### config.mk
export PLATFORM = sky130hd
export DESIGN_NAME = camera_state_ctrl_flat
export DESIGN_NICKNAME = d
export VERILOG_FILES = /design/src/rtl/camera_state_ctrl_pkg.sv /design/src/rtl/camera_state_ctrl_if.sv /design/src/rtl/camera_state_ctrl_phase_counter.sv /design/src/rtl/camera_state_ctrl.sv /design/src/flat_wrapper.sv
export SDC_FILE = /design/constraint.sdc
export NUM_CORES = 1
export LEC_CHECK = 0
export ABC_CLOCK_PERIOD_IN_PS = 3200
export CAP_MARGIN = 20
export CORE_ASPECT_RATIO = 0.75
export CORE_MARGIN = 3
export CORE_UTILIZATION = 40
export CTS_BUF_LIST = sky130_fd_sc_hd__clkbuf_8
export CTS_CLUSTER_SIZE = 40
export DETAILED_ROUTE_END_ITERATION = 8
export GPL_TIMING_DRIVEN = 0
export SYNTH_ARGS = -nofsm -noshare
export SYNTH_HDL_FRONTEND = slang
export SYNTH_HIERARCHICAL = 1
export SYNTH_SLANG_ARGS = --single-unit
### constraint.sdc
create_clock -name Clk -period 3.2 [get_ports Clk]
set_input_delay 0.48 -clock Clk [delete_from_list [all_inputs] [get_ports Clk]]
set_output_delay 0.48 -clock Clk [all_outputs]
set_load 0.01 [all_outputs]
### src/rtl/camera_state_ctrl_pkg.sv
// -----------------------------------------------------------------------------
// camera_pkg
// Shared types and constants for the camera capture sequencer.
//   state_e  : top-level capture FSM states
//   phase_e  : per-row readout phase (settle / sample / hold)
//   EX_*     : exposure-time width and clamp range (ms units)
//   clamp_ex : limits a raw exposure request to [EX_MIN, EX_MAX]
// -----------------------------------------------------------------------------
package camera_pkg;

  localparam int             EX_W   = 5;
  localparam logic [EX_W-1:0] EX_MIN = 5'd2;
  localparam logic [EX_W-1:0] EX_MAX = 5'd30;

  typedef enum logic [2:0] {
    IDLE    = 3'd0,
    ERASE   = 3'd1,
    EXPOSE  = 3'd2,
    READOUT = 3'd3,
    DONE    = 3'd4
  } state_e;

  typedef enum logic [1:0] {
    P0 = 2'd0,
    P1 = 2'd1,
    P2 = 2'd2
  } phase_e;

  function automatic logic [EX_W-1:0] clamp_ex(input logic [EX_W-1:0] ex);
    if (ex < EX_MIN)      return EX_MIN;
    else if (ex > EX_MAX) return EX_MAX;
    else                  return ex;
  endfunction

endpackage

### src/rtl/camera_state_ctrl_if.sv
// -----------------------------------------------------------------------------
// camera_state_ctrl_if
// Start request, exposure setting and pixel-array control lines of the
// capture sequencer.
//   Init     : start request (master -> slave)
//   EX_time  : exposure time in ms units (master -> slave)
//   Erase    : pixel erase, active-high
//   Expose   : pixel exposure, active-high
//   NRE      : per-row read enable, active-low, at most one bit low
//   ADC      : ADC sample strobe, active-high
//   Busy     : capture in progress
//   Done     : one-cycle end-of-capture pulse
// The slave modport is the sequencer; the master modport is its client.
// -----------------------------------------------------------------------------
interface camera_state_ctrl_if #(
  parameter int ROWS = 2
);
  import camera_pkg::*;

  logic            Init;
  logic [EX_W-1:0] EX_time;
  logic            Erase;
  logic            Expose;
  logic [ROWS-1:0] NRE;
  logic            ADC;
  logic            Busy;
  logic            Done;

  modport master (
    output Init, EX_time,
    input  Erase, Expose, NRE, ADC, Busy, Done
  );

  modport slave (
    input  Init, EX_time,
    output Erase, Expose, NRE, ADC, Busy, Done
  );

endinterface

### src/rtl/camera_state_ctrl_phase_counter.sv
// -----------------------------------------------------------------------------
// cam_phase_counter
// Loadable down-counter that times the erase, expose and readout phases.
//   i_clk      : clock, posedge
//   i_rst_n    : synchronous reset, active-low (clears count)
//   i_load     : load i_load_val (has priority over i_en)
//   i_en       : decrement by one; holds at zero
//   i_load_val : value loaded on i_load
//   o_count    : current count
//   o_zero     : count is zero (terminal count of the phase)
// -----------------------------------------------------------------------------
module cam_phase_counter #(
  parameter int W = 6
) (
  input  logic         i_clk,
  input  logic         i_rst_n,
  input  logic         i_load,
  input  logic         i_en,
  input  logic [W-1:0] i_load_val,
  output logic [W-1:0] o_count,
  output logic         o_zero
);

  logic [W-1:0] r_cnt;

  always_ff @(posedge i_clk) begin
    if (!i_rst_n) begin
      r_cnt <= '0;
    end else if (i_load) begin
      r_cnt <= i_load_val;
    end else if (i_en && (r_cnt != '0)) begin
      r_cnt <= r_cnt - W'(1);
    end
  end

  assign o_count = r_cnt;
  assign o_zero  = (r_cnt == '0);

endmodule

### src/rtl/camera_state_ctrl.sv
// -----------------------------------------------------------------------------
// camera_state_ctrl
// Capture sequencer for the pixel array. On Init it runs
// Erase -> Expose -> row-by-row Readout -> Done, then returns to idle.
//   Clk   : system clock, posedge
//   Reset : synchronous reset, active-low
//   bus   : camera_state_ctrl_if.slave (Init, EX_time in; array controls out)
//
//   state   | meaning
//   --------+-------------------------------------------------------------
//   IDLE    | waiting for Init; latches clamped EX_time on start
//   ERASE   | Erase high for ERASE_CYCLES cycles
//   EXPOSE  | Expose high for EX_lat*CYCLES_PER_MS cycles
//   READOUT | per row: P0 settle, P1 ADC strobe, P2 hold (NRE[row] low)
//   DONE    | one-cycle Done pulse, Busy still high
//
// Outputs decode only registered state, row and phase count, so there is no
// combinational path from Init/EX_time to any output.
// -----------------------------------------------------------------------------
module camera_state_ctrl
  import camera_pkg::*;
#(
  parameter int CYCLES_PER_MS = 1,
  parameter int ERASE_CYCLES  = 2,
  parameter int ROWS          = 2
) (
  input logic               Clk,
  input logic               Reset,
  camera_state_ctrl_if.slave bus
);

  localparam logic [2:0] S_IDLE    = IDLE;
  localparam logic [2:0] S_ERASE   = ERASE;
  localparam logic [2:0] S_EXPOSE  = EXPOSE;
  localparam logic [2:0] S_READOUT = READOUT;
  localparam logic [2:0] S_DONE    = DONE;

  localparam int EXP_MAX_CYC = int'(EX_MAX) * CYCLES_PER_MS;
  localparam int CNT_MAX_A   = (EXP_MAX_CYC > ERASE_CYCLES) ? EXP_MAX_CYC : ERASE_CYCLES;
  localparam int CNT_MAX     = (CNT_MAX_A > 3) ? CNT_MAX_A : 3;
  localparam int CNT_W       = $clog2(CNT_MAX) + 1;
  localparam int ROW_W       = (ROWS > 1) ? $clog2(ROWS) : 1;

  // Readout phase count starts at 2 and runs down: 2=P0, 1=P1, 0=P2.
  localparam logic [CNT_W-1:0] ROW_LOAD   = CNT_W'(2);
  localparam logic [CNT_W-1:0] ERASE_LOAD = CNT_W'(ERASE_CYCLES - 1);

  logic [2:0]       r_state;
  logic [2:0]       w_next;
  logic [EX_W-1:0]  r_ex_lat;
  logic [ROW_W-1:0] r_row;
  logic             w_last_row;
  logic             w_load;
  logic             w_en;
  logic [CNT_W-1:0] w_load_val;
  logic [CNT_W-1:0] w_count;
  logic             w_zero;
  logic [CNT_W-1:0] w_expose_load;
  phase_e           w_phase;
  logic [ROWS-1:0]  w_nre;

  cam_phase_counter #(
    .W(CNT_W)
  ) u_phase_cnt (
    .i_clk     (Clk),
    .i_rst_n   (Reset),
    .i_load    (w_load),
    .i_en      (w_en),
    .i_load_val(w_load_val),
    .o_count   (w_count),
    .o_zero    (w_zero)
  );

  assign w_last_row    = (r_row == ROW_W'(ROWS - 1));
  assign w_expose_load = CNT_W'(int'(r_ex_lat) * CYCLES_PER_MS - 1);

  always_comb begin
    w_next     = r_state;
    w_load     = 1'b0;
    w_en       = 1'b0;
    w_load_val = '0;
    case (r_state)
      S_IDLE: begin
        if (bus.Init) begin
          w_next     = S_ERASE;
          w_load     = 1'b1;
          w_load_val = ERASE_LOAD;
        end
      end
      S_ERASE: begin
        if (w_zero) begin
          w_next     = S_EXPOSE;
          w_load     = 1'b1;
          w_load_val = w_expose_load;
        end else begin
          w_en = 1'b1;
        end
      end
      S_EXPOSE: begin
        if (w_zero) begin
          w_next     = S_READOUT;
          w_load     = 1'b1;
          w_load_val = ROW_LOAD;
        end else begin
          w_en = 1'b1;
        end
      end
      S_READOUT: begin
        if (w_zero) begin
          if (w_last_row) begin
            w_next = S_DONE;
          end else begin
            // Next row's P0 follows P2 directly, no gap cycle.
            w_load     = 1'b1;
            w_load_val = ROW_LOAD;
          end
        end else begin
          w_en = 1'b1;
        end
      end
      S_DONE:  w_next = S_IDLE;
      default: w_next = S_IDLE;
    endcase
  end

  always_ff @(posedge Clk) begin
    if (!Reset) begin
      r_state  <= S_IDLE;
      r_ex_lat <= EX_MIN;
      r_row    <= '0;
    end else begin
      r_state <= w_next;
      // Exposure is frozen at start so later EX_time changes cannot disturb a capture.
      if ((r_state == S_IDLE) && bus.Init) begin
        r_ex_lat <= clamp_ex(bus.EX_time);
      end
      if (r_state == S_IDLE) begin
        r_row <= '0;
      end else if ((r_state == S_READOUT) && w_zero && !w_last_row) begin
        r_row <= r_row + ROW_W'(1);
      end
    end
  end

  always_comb begin
    w_phase = P2;
    if (w_count == CNT_W'(2))      w_phase = P0;
    else if (w_count == CNT_W'(1)) w_phase = P1;
  end

  always_comb begin
    w_nre = '1;
    if (r_state == S_READOUT) begin
      w_nre[r_row] = 1'b0;
    end
  end

  assign bus.Erase  = (r_state == S_ERASE);
  assign bus.Expose = (r_state == S_EXPOSE);
  assign bus.ADC    = (r_state == S_READOUT) && (w_phase == P1);
  assign bus.NRE    = w_nre;
  assign bus.Busy   = (r_state != S_IDLE);
  assign bus.Done   = (r_state == S_DONE);

endmodule

### src/flat_wrapper.sv
// flat-port wrapper written by rule: the top's interface ports become plain ports
module camera_state_ctrl_flat import camera_pkg::*;
#(
  parameter int CYCLES_PER_MS = 1,
  parameter int ERASE_CYCLES  = 2,
  parameter int ROWS          = 2
)
  (Clk, Reset, bus_Init, bus_EX_time, bus_Erase, bus_Expose, bus_NRE, bus_ADC, bus_Busy, bus_Done);
  camera_state_ctrl_if #(.ROWS(ROWS)) bus_i ();
  input logic Clk;
  input logic Reset;
  input wire logic [$bits(bus_i.Init)-1:0] bus_Init;
  input wire logic [$bits(bus_i.EX_time)-1:0] bus_EX_time;
  output wire logic [$bits(bus_i.Erase)-1:0] bus_Erase;
  output wire logic [$bits(bus_i.Expose)-1:0] bus_Expose;
  output wire logic [$bits(bus_i.NRE)-1:0] bus_NRE;
  output wire logic [$bits(bus_i.ADC)-1:0] bus_ADC;
  output wire logic [$bits(bus_i.Busy)-1:0] bus_Busy;
  output wire logic [$bits(bus_i.Done)-1:0] bus_Done;
  assign bus_i.Init = bus_Init;
  assign bus_i.EX_time = bus_EX_time;
  assign bus_Erase = bus_i.Erase;
  assign bus_Expose = bus_i.Expose;
  assign bus_NRE = bus_i.NRE;
  assign bus_ADC = bus_i.ADC;
  assign bus_Busy = bus_i.Busy;
  assign bus_Done = bus_i.Done;
  camera_state_ctrl #(.CYCLES_PER_MS(CYCLES_PER_MS), .ERASE_CYCLES(ERASE_CYCLES), .ROWS(ROWS)) u_core (.Clk(Clk), .Reset(Reset), .bus(bus_i));
endmodule
==> results of run 1 <==
stage by stage:
stage | utilization, % | instance area, µm² | power (mW) | hold WS [ns]
2_1_floorplan | - | 1000 | 0.783 | 0.484
3_3_place_gp | 50.5 | 1180 | 0.925 | 0.509
3_5_place_dp | 50.5 | 1180 | 0.942 | 0.516
4_1_cts | 52.4 | 1230 | 1.10 | 0.525
5_1_grt | 52.5 | 1230 | 1.20 | 0.577
6_report | 52.5 | 1230 | 1.10 | 0.527
metal layers:
layer	share of wire, %	vias to the layer above	wire (µm)
met5	0	-	0
met4	0.72	0	16
met3	5.6	4	124
met2	43	29	962
met1	50	418	1120
li1	-	480	-
worst max-delay path: stages, from the launching register on:
cell	delay (ns)
sky130_fd_sc_hd__dfxtp_1	0.32
sky130_fd_sc_hd__inv_1	0.11
sky130_fd_sc_hd__ha_1	0.20
sky130_fd_sc_hd__or4b_4	0.49
sky130_fd_sc_hd__nor2_1	0.10
sky130_fd_sc_hd__clkbuf_2	0.21
sky130_fd_sc_hd__nand2_1	0.07
sky130_fd_sc_hd__a2111oi_1	0.54
sky130_fd_sc_hd__inv_1	0.11
sky130_fd_sc_hd__dlymetal6s2s_1	0.26
sky130_fd_sc_hd__o21ai_0	0.25
sky130_fd_sc_hd__a21oi_1	0.06
cells by family after synthesis:
family                     count (synthesis)  synth area share, %
muxes                                      5                 5.12
AOI/OAI and AO/OA                         29                 17.6
adders and majority gates                  3                 3.75
buffers and inverters                     14                 7.74
DFF                                       15                 30.0
xor gates and xnor gates                   4                 3.50
and+or+nand+nor                           53                 32.3
registers in the layout, indices dropped and copies added (netlist names):
register	flops
u_core/u_phase_cnt/o_count	6
u_core/r_ex_lat	5
u_core/r_state	3
u_core/r_row	1
path summary, 6_finish.rpt:
check / from / to
setup / recovery: u_core/u_phase_cnt/o_count[0]$_SDFFE_PN0P_ / u_core/u_phase_cnt/o_count[0]$_SDFFE_PN0P_
hold / removal: u_core/r_ex_lat[1]$_SDFFE_PN1P_ / u_core/r_ex_lat[1]$_SDFFE_PN1P_
setup reg to reg: u_core/u_phase_cnt/o_count[0]$_SDFFE_PN0P_ / u_core/u_phase_cnt/o_count[0]$_SDFFE_PN0P_
hold reg to reg: u_core/r_ex_lat[1]$_SDFFE_PN1P_ / u_core/r_ex_lat[1]$_SDFFE_PN1P_
layout by cell type, fill, tap and decap left out, types with 2 or more instances in the layout:
cell,synthesis,final
sky130_fd_sc_hd__ha_1,3,3
sky130_fd_sc_hd__clkbuf_1,3,2
sky130_fd_sc_hd__inv_1,7,8
sky130_fd_sc_hd__o21ai_0,8,8
sky130_fd_sc_hd__nor4b_1,2,2
sky130_fd_sc_hd__clkbuf_8,0,3
sky130_fd_sc_hd__nand2_1,7,7
sky130_fd_sc_hd__or4b_4,3,3
sky130_fd_sc_hd__xnor2_1,4,4
sky130_fd_sc_hd__nor3_1,8,8
sky130_fd_sc_hd__or3_2,2,2
sky130_fd_sc_hd__nand3_1,3,3
sky130_fd_sc_hd__nor3b_1,5,5
sky130_fd_sc_hd__buf_6,2,2
sky130_fd_sc_hd__mux2i_1,4,4
sky130_fd_sc_hd__nor2b_1,6,6
sky130_fd_sc_hd__nor2_1,8,8
sky130_fd_sc_hd__a21oi_1,14,14
sky130_fd_sc_hd__clkdlybuf4s50_1,0,14
sky130_fd_sc_hd__o211ai_1,2,2
sky130_fd_sc_hd__dfxtp_1,15,15
sky130_fd_sc_hd__nor4_1,2,2
sky130_fd_sc_hd__nand4_1,2,2
final cells by class:
| cell class | instances | area share [%] |
|---|---|---|
| plain buffers | 7 | 4.26 |
| clock buffers | 3 | 3.35 |
| clock inverters | 1 | 0.305 |
| inverters | 7 | 2.13 |
| multi-input cells | 94 | 50.8 |
| flip-flops and latches | 15 | 24.4 |
| well taps | 34 | 3.45 |
| repair buffers | 14 | 11.4 |
power by group through the flow:
stage                     combinational, mW  sequential [mW]  clock [mW]
after CTS                             0.621            0.322       0.158
after global placement                0.602            0.322           0
after global routing                  0.692            0.337       0.168
final                                 0.628            0.323       0.150
after floorplan                       0.477            0.306           0
after detailed placement              0.616            0.326           0
timing repair:
| action | CTS | global route |
|---|---|---|
| endpoints found under the setup margin | 0 | 5 |
| buffers inserted | 0 | 0 |
| gates resized for setup | 0 | 3 |
==> metrics.txt, run 1 <==
# TYPE chip_impl_metric gauge
chip_impl_metric{name="sequential_cell_area",unit="µm²"} 300
chip_impl_info{name="synth_area_leaders",value="sky130_fd_sc_hd__dfxtp_1, sky130_fd_sc_hd__a21oi_1, sky130_fd_sc_hd__or4b_4"} 1
chip_impl_metric{name="grtUsageMet1",unit="%"} 20.3
chip_impl_info{name="synthFlopType",value="sky130_fd_sc_hd__dfxtp_1"} 1
chip_impl_metric{name="netlist_area",unit="µm²"} 1000
chip_impl_metric{name="power.internal",unit="mW"} 0.629
chip_impl_info{name="hold_class",value="reg -> reg"} 1
chip_impl_metric{name="drt_pass1_iterations",unit=""} 4
chip_impl_info{name="cts-root-buf",value="sky130_fd_sc_hd__clkbuf_8"} 1
chip_impl_metric{name="dieArea",unit="µm²"} 3150
chip_impl_metric{name="htree_levels",unit=""} 1
chip_impl_metric{name="number_of_antenna_violations_at_the_first_check_in_global_routing",unit=""} 0
chip_impl_metric{name="yosys_warnings",unit=""} 6
chip_impl_metric{name="power.static_leakage",unit="nW"} 0.450
chip_impl_info{name="synth_area_leader_cell",value="sky130_fd_sc_hd__dfxtp_1"} 1
chip_impl_metric{name="synthToLayoutAreaGrowth",unit="%"} 23.0
chip_impl_metric{name="fp.dieW",unit="µm"} 63.8
chip_impl_metric{name="worst_slack",unit="ns"} 0.338
chip_impl_metric{name="routed_wire_length",unit="mm"} 2.22
chip_impl_metric{name="initial_utilization",unit="%"} 42.7
chip_impl_metric{name="final_period_minus_worst_setup_slack",unit="ns"} 2.86
chip_impl_metric{name="cts_max_path_buffers",unit=""} 2
chip_impl_metric{name="grt_start_max_net_pins",unit=""} 15
chip_impl_metric{name="ir_drop",unit="V"} 0.000364
chip_impl_metric{name="ys_async_sr_fraction",unit="%"} 0
chip_impl_metric{name="max_cap_viol_count",unit=""} 0
chip_impl_metric{name="post_drt_via_cell_ratio",unit=""} 5.32
chip_impl_metric{name="setup_viol",unit=""} 0
chip_impl_metric{name="worst-r2r-setup-slack",unit="ns"} 0.34
chip_impl_metric{name="drive_above_1_share",unit="%"} 10.6
chip_impl_info{name="startpoint_type",value="flop"} 1
chip_impl_metric{name="core_area",unit="µm²"} 2350
chip_impl_metric{name="worst_r2r_path_depth",unit=""} 11
chip_impl_metric{name="dp_cells",unit=""} 171
chip_impl_metric{name="report.final.hold_viol_count",unit=""} 0
chip_impl_metric{name="cts.clk_slew.worst_paths",unit="ns"} 0.06
chip_impl_metric{name="post-route-period-util",unit="%"} 89.4
chip_impl_metric{name="cts-buffers-inserted",unit=""} 3
chip_impl_info{name="outcome",value="complete, no violations"} 1
chip_impl_metric{name="post_layout_instance_count_excluding_filler_cells",unit=""} 175
chip_impl_metric{name="final_count_of_pins_violating_max_slew",unit=""} 0
chip_impl_info{name="cp-end-kind",value="flop"} 1
chip_impl_metric{name="fill_cells",unit=""} 258
chip_impl_metric{name="via_count",unit=""} 931
chip_impl_metric{name="worst_ep_arrival_time",unit="ns"} 2.98
chip_impl_metric{name="worstMarginPinSlew",unit="ns"} 0.580
chip_impl_metric{name="power_frac_clock",unit="%"} 13.6
chip_impl_info{name="rsz0062_at_grt",value="no"} 1
chip_impl_metric{name="finalNetCount",unit=""} 153
chip_impl_metric{name="fin_tns_setup",unit="ns"} 0
chip_impl_metric{name="ys_types",unit=""} 34
chip_impl_metric{name="io_buffer_count",unit=""} 14
chip_impl_metric{name="detailed_route_wire_length_per_cell",unit="µm"} 12.7
chip_impl_metric{name="syn-num-nets",unit=""} 134
chip_impl_metric{name="rows",unit=""} 15
chip_impl_metric{name="worst_ep_required_time",unit="ns"} 3.32
chip_impl_info{name="tritoncts",value="built"} 1
chip_impl_metric{name="wire_length_of_the_first_global_routing_pass",unit="mm"} 3.87
chip_impl_metric{name="share_seq_of_total_power",unit="%"} 29.4
chip_impl_metric{name="place.gp.congestion",unit=""} 0.749
chip_impl_metric{name="globalRouteTotalUtil",unit="%"} 15.2
chip_impl_metric{name="critical_path_peak_fanout",unit=""} 10
chip_impl_metric{name="pre_cts_ws",unit="ns"} 0.128
chip_impl_metric{name="worst_skew_pair.late_latency",unit="ns"} 0.25
chip_impl_metric{name="die_height",unit="µm"} 49.4
chip_impl_metric{name="number_of_antenna_cells_inserted",unit=""} 0
chip_impl_metric{name="ios",unit=""} 15
chip_impl_metric{name="place.detailed.hpwl",unit="mm"} 1.68
chip_impl_metric{name="combPwrFrac",unit="%"} 57.1
chip_impl_metric{name="ys_seq_area_share",unit="%"} 30.0
chip_impl_metric{name="area_taken_by_multi_input_logic_gates",unit="µm²"} 626
chip_impl_metric{name="hold_buffers",unit=""} 0
chip_impl_metric{name="whs_path_depth",unit=""} 2
chip_impl_info{name="setup.worst_path.class",value="reg -> reg"} 1
chip_impl_metric{name="power.net_switching",unit="mW"} 0.472
chip_impl_metric{name="grt_pass1_vias",unit=""} 886
chip_impl_metric{name="switch_share",unit="%"} 42.9
chip_impl_info{name="post_synth_most_frequent_cells",value="sky130_fd_sc_hd__dfxtp_1, sky130_fd_sc_hd__a21oi_1, sky130_fd_sc_hd__nor2_1, sky130_fd_sc_hd__nor3_1, sky130_fd_sc_hd__o21ai_0"} 1
chip_impl_metric{name="gr_ovfl_total",unit=""} 0
chip_impl_metric{name="groute.layer.met2.usage",unit="%"} 23.3
chip_impl_metric{name="numClockSinks",unit=""} 15
chip_impl_metric{name="total_drc_errors_in_the_routed_layout",unit=""} 0
chip_impl_metric{name="synthDominantCellAreaShare",unit="%"} 30.0
chip_impl_info{name="yosysMostFrequentCell",value="sky130_fd_sc_hd__dfxtp_1"} 1
chip_impl_metric{name="slew_headroom",unit="%"} 61.0
chip_impl_metric{name="met3_usage",unit="%"} 4.84
chip_impl_metric{name="number_of_enable_type_register_cells_in_the_synthesized_netlist",unit=""} 0
chip_impl_metric{name="synth_seq_cells",unit=""} 15
chip_impl_metric{name="timing.fmax",unit="GHz"} 0.349
chip_impl_info{name="grt_busiest_layer",value="met2"} 1
chip_impl_metric{name="powerDensity",unit="nW/µm²"} 893
chip_impl_metric{name="ant_nets",unit=""} 0
chip_impl_metric{name="postSynthAreaPerCell",unit="µm²"} 8.15
chip_impl_metric{name="final.setup_skew",unit="ns"} 0.00273
chip_impl_metric{name="initialDrtViolationCount",unit=""} 24
chip_impl_metric{name="synth_cells",unit=""} 123
(Power assumes the default switching activity.)
==> inputs of run 2 (changes only) <==
==> constraint.sdc (replaced) <==
create_clock -name Clk -period 3.2 [get_ports Clk]
set_input_delay 0.48 -clock Clk [delete_from_list [all_inputs] [get_ports Clk]]
set_output_delay 0.48 -clock Clk [all_outputs]
set_load 0.05 [all_outputs]
==> results of run 2 <==
The final DEF is identical to that of run 1. Status: complete, no violations.
Main changes from that run: total power 1.10 mW -> 1.16 mW; worst IR drop on VDD 0.000364 V -> 0.000536 V
==> inputs of run 3 (changes only) <==
--- a/config.mk
+++ b/config.mk
@@ -14,6 +14,8 @@
 export CTS_CLUSTER_SIZE = 40
 export DETAILED_ROUTE_END_ITERATION = 8
 export GPL_TIMING_DRIVEN = 0
+export REMOVE_ABC_BUFFERS = 1
+export SLEW_MARGIN = 15
 export SYNTH_ARGS = -nofsm -noshare
 export SYNTH_HDL_FRONTEND = slang
 export SYNTH_HIERARCHICAL = 1
==> run 3 against run 2 <==
Compared with the run above: clock-buffer cell count did not move; combinational power fell by 10%; hold slack got worse by 0.0068 ns; die area did not move; non-clock buffer count fell by 7; sequential share of layout area rose by 0.92 points; via count fell by 5.2%; clock power barely moved; fmax rose by 3.5%; critical endpoint unchanged; largest cell class unchanged; largest power group unchanged.
==> metrics.txt, run 3 (same netlist as run 1, synthesis figures left out) <==
# TYPE chip_impl_metric gauge
chip_impl_metric{name="max_cap_viol_count",unit=""} 0
chip_impl_metric{name="initialDrtViolationCount",unit=""} 42
chip_impl_metric{name="via_count",unit=""} 883
chip_impl_info{name="setup.worst_path.class",value="reg -> reg"} 1
chip_impl_metric{name="ant_nets",unit=""} 0
chip_impl_metric{name="detailed_route_wire_length_per_cell",unit="µm"} 12.9
chip_impl_metric{name="final_core_utilization",unit="%"} 50.6
chip_impl_metric{name="final.setup_skew",unit="ns"} 0.00142
chip_impl_metric{name="core_area",unit="µm²"} 2350
chip_impl_metric{name="gr_ovfl_total",unit=""} 0
chip_impl_metric{name="powerDensity",unit="nW/µm²"} 944
chip_impl_info{name="hold_class",value="reg -> reg"} 1
chip_impl_metric{name="fill_cells",unit=""} 247
chip_impl_metric{name="place_area",unit="µm²"} 1130
chip_impl_metric{name="drive_above_1_share",unit="%"} 9.70
chip_impl_metric{name="io_buffer_count",unit=""} 14
chip_impl_metric{name="numClockSinks",unit=""} 15
chip_impl_metric{name="worst_ep_arrival_time",unit="ns"} 2.89
chip_impl_metric{name="total_drc_errors_in_the_routed_layout",unit=""} 0
chip_impl_info{name="cp-end-kind",value="flop"} 1
chip_impl_metric{name="drt_pass1_iterations",unit=""} 4
chip_impl_metric{name="layout.cell_area.non_filler",unit="µm²"} 1190
chip_impl_metric{name="largest_register_ff_count",unit=""} 6
chip_impl_info{name="final_common_cell",value="sky130_fd_sc_hd__dfxtp_1"} 1
chip_impl_info{name="layout_common_cells",value="sky130_fd_sc_hd__dfxtp_1, sky130_fd_sc_hd__clkdlybuf4s50_1, sky130_fd_sc_hd__a21oi_1"} 1
chip_impl_metric{name="report.final.hold_viol_count",unit=""} 0
chip_impl_metric{name="wire_length_of_the_first_global_routing_pass",unit="mm"} 3.57
chip_impl_metric{name="dieArea",unit="µm²"} 3150
chip_impl_metric{name="ir_drop",unit="V"} 0.000481
chip_impl_metric{name="number_of_antenna_violations_at_the_first_check_in_global_routing",unit=""} 0
chip_impl_metric{name="fin_tns_setup",unit="ns"} 0
chip_impl_metric{name="finalNetCount",unit=""} 146
chip_impl_metric{name="cts-buffers-inserted",unit=""} 3
chip_impl_metric{name="grt_pass1_vias",unit=""} 812
chip_impl_info{name="worstHoldStart",value="u_core/r_ex_lat[1]$_SDFFE_PN1P_"} 1
chip_impl_metric{name="cts_max_path_buffers",unit=""} 2
chip_impl_info{name="rsz0062_at_grt",value="no"} 1
chip_impl_metric{name="number_of_antenna_cells_inserted",unit=""} 0
chip_impl_metric{name="setup_viol",unit=""} 0
chip_impl_metric{name="worst_ep_required_time",unit="ns"} 3.32
chip_impl_metric{name="ios",unit=""} 15
chip_impl_info{name="r2r_end",value="u_core/u_phase_cnt/o_count[0]$_SDFFE_PN0P_"} 1
chip_impl_metric{name="place.gp.congestion",unit=""} 0.806
chip_impl_metric{name="timing.fmax",unit="GHz"} 0.362
chip_impl_metric{name="slew_headroom",unit="%"} 63.6
chip_impl_metric{name="worst_r2r_path_depth",unit=""} 9
chip_impl_metric{name="synthToLayoutAreaGrowth",unit="%"} 18.5
chip_impl_metric{name="hold_buffers",unit=""} 0
chip_impl_metric{name="worst_skew_pair.late_latency",unit="ns"} 0.25
chip_impl_metric{name="rows",unit=""} 15
chip_impl_metric{name="post-route-period-util",unit="%"} 86.4
chip_impl_metric{name="grt_start_max_net_pins",unit=""} 19
chip_impl_info{name="tritoncts",value="built"} 1
chip_impl_metric{name="post_drt_via_cell_ratio",unit=""} 5.26
chip_impl_metric{name="worstMarginPinSlew",unit="ns"} 0.542
chip_impl_metric{name="post-cts-setup-buffers",unit=""} 0
chip_impl_metric{name="cts.clk_slew.worst_paths",unit="ns"} 0.06
chip_impl_metric{name="final_period_minus_worst_setup_slack",unit="ns"} 2.77
chip_impl_metric{name="htree_levels",unit=""} 1
chip_impl_metric{name="whs_path_depth",unit=""} 2
chip_impl_metric{name="power.static_leakage",unit="nW"} 0.414
chip_impl_info{name="reg2reg_from",value="u_core/u_phase_cnt/o_count[0]$_SDFFE_PN0P_"} 1
chip_impl_info{name="outcome",value="complete, no violations"} 1
chip_impl_metric{name="routed_wire_length",unit="mm"} 2.17
chip_impl_metric{name="fp.dieW",unit="µm"} 63.8
chip_impl_metric{name="dp_cells",unit=""} 164
chip_impl_info{name="cts-root-buf",value="sky130_fd_sc_hd__clkbuf_8"} 1
chip_impl_metric{name="cts.repair.resized",unit=""} 0
chip_impl_metric{name="final_count_of_pins_violating_max_slew",unit=""} 0
chip_impl_metric{name="power.total",unit="mW"} 1.12
chip_impl_metric{name="die_height",unit="µm"} 49.4
chip_impl_metric{name="post_layout_instance_count_excluding_filler_cells",unit=""} 168
chip_impl_metric{name="critical_path_peak_fanout",unit=""} 11
chip_impl_info{name="startpoint_type",value="flop"} 1
chip_impl_metric{name="place.detailed.hpwl",unit="mm"} 1.59
chip_impl_metric{name="worst-r2r-setup-slack",unit="ns"} 0.43
chip_impl_info{name="timing.hold.worst_endpoint",value="u_core/r_ex_lat[1]$_SDFFE_PN1P_"} 1
chip_impl_metric{name="globalRouteTotalUtil",unit="%"} 14.3
chip_impl_metric{name="initial_utilization",unit="%"} 42.7
[run 3: routing by layer]
| layer | track usage [%] | routed length (µm) | up-vias |
|---|---|---|---|
| li1 | - | - | 466 |
| met1 | 19.3 | 1120 | 400 |
| met2 | 22.5 | 977 | 15 |
| met3 | 3.46 | 54 | 2 |
| met4 | 4.30 | 18 | 0 |
| met5 | 0 | 0 | - |
[run 3: through the flow]
stage	hold WS (ns)	setup slack, ns
global placement	0.506	0.173
global route	0.549	0.144
finish	0.520	0.434
detailed placement	0.514	0.0795
CTS	0.524	0.0440
floorplan	0.484	0.704
[run 3: critical path, cell delays in order (launching register included)]
cell	delay [ns]
sky130_fd_sc_hd__dfxtp_1	0.32
sky130_fd_sc_hd__inv_1	0.11
sky130_fd_sc_hd__ha_1	0.21
sky130_fd_sc_hd__or4b_4	0.50
sky130_fd_sc_hd__nor2_2	0.29
sky130_fd_sc_hd__nand2_1	0.13
sky130_fd_sc_hd__a2111oi_2	0.47
sky130_fd_sc_hd__inv_1	0.25
sky130_fd_sc_hd__o21ai_0	0.28
sky130_fd_sc_hd__a21oi_1	0.08
[run 3: power by group]
part	internal (mW)	leakage [nW]	total, mW	switching (mW)
Clock	0.0850	0.0269	0.151	0.0658
Sequential	0.245	0.123	0.354	0.109
Combinational	0.267	0.264	0.616	0.350
[run 3: worst max path at each step]
stage	startpoint	endpoint	slack [ns]	cells after the start
floorplan	u_core/u_phase_cnt/o_count[0]$_SDFFE_PN0P_	u_core/u_phase_cnt/o_count[0]$_SDFFE_PN0P_	0.70	9
global placement	u_core/u_phase_cnt/o_count[0]$_SDFFE_PN0P_	u_core/u_phase_cnt/o_count[0]$_SDFFE_PN0P_	0.17	9
detailed placement	u_core/u_phase_cnt/o_count[0]$_SDFFE_PN0P_	u_core/u_phase_cnt/o_count[0]$_SDFFE_PN0P_	0.08	9
CTS	u_core/u_phase_cnt/o_count[0]$_SDFFE_PN0P_	u_core/u_phase_cnt/o_count[0]$_SDFFE_PN0P_	0.04	9
global route	u_core/u_phase_cnt/o_count[0]$_SDFFE_PN0P_	u_core/u_phase_cnt/o_count[0]$_SDFFE_PN0P_	0.14	9
finish	u_core/u_phase_cnt/o_count[0]$_SDFFE_PN0P_	u_core/u_phase_cnt/o_count[0]$_SDFFE_PN0P_	0.43	9
[run 3: layout make-up]
class                           count  area, µm²  area share [%]
Clock buffer                        3       41.3            3.48
Multi-Input combinational cell     94        633            53.3
Inverter                            7       26.3            2.21
Timing Repair Buffer               14        140            11.8
Clock inverter                      1       3.75           0.316
Tap cell                           34       42.5            3.58
Sequential cell                    15        300            25.3
